--- src/rtl/matrix_engine_seq.sv ---
// Sequential DIMxDIM matrix engine: MUL, ADD, SUB, TRANSPOSE through one shared MAC/adder.
// Define MATRIX_ENGINE_SAT_EN to saturate results instead of wrapping them modulo 2^W.
module matrix_engine_seq #(
  parameter int DIM   = 4,
  parameter int W     = 16,
  parameter int ACC_W = 34
) (
  input  logic                 clk,
  input  logic                 nReset,
  input  logic [DIM*DIM*W-1:0] data_in,
  input  logic                 load_a,
  input  logic                 load_b,
  input  logic [1:0]           op,
  input  logic                 start,
  output logic                 busy,
  output logic                 done,
  output logic                 result_valid,
  output logic [DIM*DIM*W-1:0] result
);

  localparam int CW = $clog2(DIM);
  localparam logic [CW-1:0] LAST = CW'(DIM - 1);

  localparam logic [1:0] OP_MUL = 2'b00;
  localparam logic [1:0] OP_ADD = 2'b01;
  localparam logic [1:0] OP_SUB = 2'b10;
  localparam logic [1:0] OP_TRN = 2'b11;

  typedef enum logic [1:0] {IDLE, RUN, DONE} state_e;

  state_e               state_q, state_d;
  logic [1:0]           op_q, op_d;
  logic [CW-1:0]        r_q, r_d, c_q, c_d, k_q, k_d;
  logic [ACC_W-1:0]     acc_q, acc_d;
  logic [W-1:0]         a_q    [DIM][DIM];
  logic [W-1:0]         b_q    [DIM][DIM];
  logic [W-1:0]         work_q [DIM][DIM];
  logic [W-1:0]         work_d [DIM][DIM];
  logic [W-1:0]         inMat  [DIM][DIM];
  logic [DIM*DIM*W-1:0] result_q, result_d;
  logic                 resultValid_q, resultValid_d;
  logic                 loadAEn, loadBEn;

  logic [W-1:0]         opA, opB, elem, diff;
  logic [ACC_W-1:0]     product, macSum;
  logic                 elemWe, lastStep, stepC;
`ifdef MATRIX_ENGINE_SAT_EN
  logic [W:0]           addSum;
`else
  logic [W-1:0]         addSum;
`endif

  always_comb begin
    for (int r = 0; r < DIM; r++) begin
      for (int c = 0; c < DIM; c++) begin
        inMat[r][c] = data_in[(DIM*DIM-1-(r*DIM+c))*W +: W];
      end
    end
  end

  // Datapath for the element addressed by the current (r,c,k) counters.
  always_comb begin
    opA     = a_q[r_q][c_q];
    opB     = b_q[r_q][c_q];
    product = ACC_W'(a_q[r_q][k_q]) * ACC_W'(b_q[k_q][c_q]);
    macSum  = ((k_q == '0) ? '0 : acc_q) + product;
    diff    = opA - opB;
`ifdef MATRIX_ENGINE_SAT_EN
    addSum  = {1'b0, opA} + {1'b0, opB};
`else
    addSum  = opA + opB;
`endif
    elem    = '0;
    case (op_q)
`ifdef MATRIX_ENGINE_SAT_EN
      OP_MUL:  elem = (|macSum[ACC_W-1:W]) ? '1 : macSum[W-1:0];
      OP_ADD:  elem = addSum[W] ? '1 : addSum[W-1:0];
      OP_SUB:  elem = (opA < opB) ? '0 : diff;
`else
      OP_MUL:  elem = macSum[W-1:0];
      OP_ADD:  elem = addSum;
      OP_SUB:  elem = diff;
`endif
      OP_TRN:  elem = a_q[c_q][r_q];
      default: elem = '0;
    endcase
    elemWe   = (op_q != OP_MUL) || (k_q == LAST);
    stepC    = elemWe;
    lastStep = (r_q == LAST) && (c_q == LAST) && elemWe;
  end

  always_comb begin
    state_d       = state_q;
    op_d          = op_q;
    r_d           = r_q;
    c_d           = c_q;
    k_d           = k_q;
    acc_d         = acc_q;
    work_d        = work_q;
    result_d      = result_q;
    resultValid_d = resultValid_q;
    loadAEn       = 1'b0;
    loadBEn       = 1'b0;
    case (state_q)
      IDLE: begin
        if (load_a || load_b) begin
          loadAEn       = load_a;
          loadBEn       = load_b;
          resultValid_d = 1'b0;
        end else if (start) begin
          op_d    = op;
          r_d     = '0;
          c_d     = '0;
          k_d     = '0;
          acc_d   = '0;
          state_d = RUN;
        end
      end
      RUN: begin
        if (op_q == OP_MUL) begin
          acc_d = macSum;
          k_d   = (k_q == LAST) ? '0 : k_q + CW'(1);
        end
        if (elemWe) begin
          work_d[r_q][c_q] = elem;
        end
        if (stepC) begin
          c_d = (c_q == LAST) ? '0 : c_q + CW'(1);
          if (c_q == LAST) begin
            r_d = (r_q == LAST) ? '0 : r_q + CW'(1);
          end
        end
        // The final element bypasses work_q so result updates together with done.
        if (lastStep) begin
          state_d       = DONE;
          resultValid_d = 1'b1;
          for (int r = 0; r < DIM; r++) begin
            for (int c = 0; c < DIM; c++) begin
              result_d[(DIM*DIM-1-(r*DIM+c))*W +: W] = work_d[r][c];
            end
          end
        end
      end
      DONE: begin
        state_d = IDLE;
      end
      default: begin
        state_d = IDLE;
      end
    endcase
  end

  always_ff @(posedge clk or negedge nReset) begin
    if (!nReset) begin
      state_q       <= IDLE;
      op_q          <= OP_MUL;
      r_q           <= '0;
      c_q           <= '0;
      k_q           <= '0;
      acc_q         <= '0;
      result_q      <= '0;
      resultValid_q <= 1'b0;
      for (int r = 0; r < DIM; r++) begin
        for (int c = 0; c < DIM; c++) begin
          a_q[r][c]    <= '0;
          b_q[r][c]    <= '0;
          work_q[r][c] <= '0;
        end
      end
    end else begin
      state_q       <= state_d;
      op_q          <= op_d;
      r_q           <= r_d;
      c_q           <= c_d;
      k_q           <= k_d;
      acc_q         <= acc_d;
      result_q      <= result_d;
      resultValid_q <= resultValid_d;
      work_q        <= work_d;
      if (loadAEn) begin
        a_q <= inMat;
      end
      if (loadBEn) begin
        b_q <= inMat;
      end
    end
  end

  assign busy         = (state_q == RUN);
  assign done         = (state_q == DONE);
  assign result_valid = resultValid_q;
  assign result       = result_q;

endmodule

--- config.mk ---
export PLATFORM = sky130hd
export DESIGN_NAME = matrix_engine_seq
export DESIGN_NICKNAME = d
export VERILOG_FILES = /design/src/rtl/matrix_engine_seq.sv
export SDC_FILE = /design/constraint.sdc
export NUM_CORES = 2
export LEC_CHECK = 0
export ABC_AREA = 0
export BUFFER_PORTS_ARGS = -buffer_cell sky130_fd_sc_hd__buf_2
export CAP_MARGIN = 10
export CORE_MARGIN = 3
export CORE_UTILIZATION = 40
export DETAILED_ROUTE_END_ITERATION = 10
export SKIP_CTS_REPAIR_TIMING = 1
export SLEW_MARGIN = 15
export SYNTH_ARGS = -nofsm -noshare
export SYNTH_HDL_FRONTEND = slang
export SYNTH_SLANG_ARGS = --single-unit
--- constraint.sdc ---
create_clock -name clk -period 9.6 [get_ports clk]
set_clock_uncertainty 0.2 [all_clocks]
set_input_delay 0.48 -clock clk [delete_from_list [all_inputs] [get_ports clk]]
set_output_delay 0.48 -clock clk [all_outputs]
set_load 0.01 [all_outputs]
==> metrics.txt <==
status completed; RR Startpoint r_q[1]$_DFFE_PN0P_; Area Growth Syn to Fin 19.4%; Slew headroom 19.1%; CORE AREA 134000 um^2; worst path required time 9.97 ns; DR vias/cell 5.60; Storage cell area 25900 um^2; ranking of synthesized cells by area dfrtp_1 48%, mux2_2 13%, mux4_2 13%; fin crit share 86.7%; Placed Area 58100 um^2; Ports 522; share of cells above drive strength 1 34.2%; die area 139000 um^2; R2R Setup Slk 1.28 ns; CTS H-tree depth 3; CP Class reg2reg; via count 38.4k; post-synthesis sequential area ratio 48.0%; total wire length 170000 um; Initial Util 40.4%; CTS tree built; most common cell in the synthesized netlist dfrtp_1; # DRC 0; fmax 120 MHz; Post-synth ARST share 100%; post-DP HPWL 119000 um; leading area contributor after synthesis dfrtp_1; Worst-path clk slew 0.06 ns; Final ANT Viol Nets 0; root buf cell clkbuf_16; worst hold slack 0.143 ns; gr ovfl total 0; RR Endpoint result[142]$_DFFE_PN0P_; Design Area, Final 64400 um^2; Syn Inst Count 4378; slew at the pin closest to its max-slew limit 1.21 ns; crit path time final 8.32 ns; Post-synth top cells 1035 x dfrtp_1, 633 x mux2_2, 570 x nand2_1, 311 x mux4_2, 258 x o21ai_0; setup TNS 0 ns; Yosys top cell area share 48.0%; Rows 134; Unique masters post-synth 61; vias in the first global route 37.0k; largest net degree at the start of global routing 211; crit path capture type flip-flop; # port buffers 521; insertion delay to the later sink of the worst-skew pair 0.78 ns; synth warn 0; Nets 5437; worst reg2reg path depth 22; fin util 48.2%; DR pass1 iterations 6; Worst Path Arrival 8.70 ns; hold crit path type in2async; Max Cap Viol 0; multi-input logic area 26100 um^2; final RePlAce weighted congestion 0.857; Die Ht 373 um; Max Buffers Root-to-Sink 3; Synth Flop Type dfrtp_1; crit-path max FO 56; clock sink count 1035; Die Wd 373 um; CTS buffer count 112; Synth Area per Inst 12.3 um^2; 1st-iter DRT viols 3056; syn_nets 4818; first-pass GRT wire length 250000 um; Syn Std Cell Area 54000 um^2; Post-synth EDFFs 0; Hold Vio Cnt, Final 0; initial antenna violation count 20; RSZ-0062 raised after global routing no; CP Launch Type flip-flop; number of synthesized register bits 1035; Filler cells 11.9k; drt wl/cell 24.8 um; Tot GR Track Use 23.8%; Slew Viols, Final 0; Final setup viols 0
==> sequential cells by signal (all words and copies together) (netlist names) <==
register and cells:
op_q 2, b_q 256, result 256, result_valid 1
k_q 2, work_q 240, acc_q 16, state_q 2
c_q 2, r_q 2, a_q 256
==> cell usage in the layout (no fill, tap or decap), types with 95 or more instances in the layout <==
cell,synthesis,routed
a21oi_1,149,141
fa_1,95,95
dfrtp_1,1035,1029
dlygate4sd3_1,0,259
buf_2,31,520
clkbuf_16,0,112
a31oi_1,107,107
mux2_2,633,633
inv_1,176,174
o21ai_0,258,255
mux4_2,311,311
nor2_1,203,203
nand2_1,570,570
==> cell families (layout without fill, tap and decap cells) <==
logic type      after synthesis  count (layout)  share of synthesized area, %
other cells                   0              15                             0
flops                      1035            1035                          48.0
compound gates              681             681                          7.41
simple gates                934             934                          7.21
xor+xnor                     65              65                          1.14
mux                         975             975                          26.9
buf+inv                     511            1217                          3.95
fa+ha+maj                   177             177                          5.42
==> cell type report <==
type	instances	share of cell area, %
Inverter	179	1.06
Clock buffer	164	5.10
Timing Repair Buffer	837	8.96
Multi-Input combinational cell	2832	40.5
Clock inverter	37	0.660
Tap cell	1768	3.43
Antenna cell	15	0.0582
Sequential cell	1035	40.2
==> critical path: stages (launching register included) <==
cell and delay [ns]:
dfrtp_4 1.04, buf_4 0.38, mux4_2 0.38, mux4_2 0.69
and2_1 0.24, fa_1 0.51, fa_1 0.49, ha_1 0.20
fa_1 0.47, inv_1 0.05, fa_1 0.49, fa_1 0.49
inv_1 0.04, ha_1 0.28, inv_1 0.09, o21bai_1 0.08
a21oi_1 0.24, o21bai_1 0.09, a21oi_1 0.24, o2bb2ai_1 0.17
xnor2_1 0.15, o22ai_4 0.73, o21ai_0 0.21
==> metrics by stage <==
stage / instances / worst slack, ns
floorplan: 4378 / 2.18
global placement: 6392 / 1.43
detailed placement: 6392 / 1.34
CTS: 6593 / 1.30
global route: 6859 / 0.921
finish: 6867 / 1.28
==> how the worst max path moves through the flow <==
stage,startpoint,endpoint,depth (start not counted)
after floorplan,r_q[1]$_DFFE_PN0P_,work_q[207]$_DFFE_PN0P_,26
after global placement,r_q[1]$_DFFE_PN0P_,result[174]$_DFFE_PN0P_,22
after detailed placement,r_q[1]$_DFFE_PN0P_,result[206]$_DFFE_PN0P_,22
after CTS,r_q[1]$_DFFE_PN0P_,result[125]$_DFFE_PN0P_,21
after global routing,k_q[0]$_DFFE_PN0P_,result[109]$_DFFE_PN0P_,26
final,r_q[1]$_DFFE_PN0P_,result[142]$_DFFE_PN0P_,22
==> per-layer routing <==
metal | track usage, % | share of wire (%) | vias up
li1 | - | - | 16900
met1 | 33.0 | 44 | 20000
met2 | 36.9 | 46 | 1273
met3 | 5.28 | 6.5 | 264
met4 | 8.58 | 3.7 | 8
met5 | 0 | 0.029 | -
Power is not shown: default switching activity piles up to over one toggle a cycle in this logic, so the estimate is an artifact.
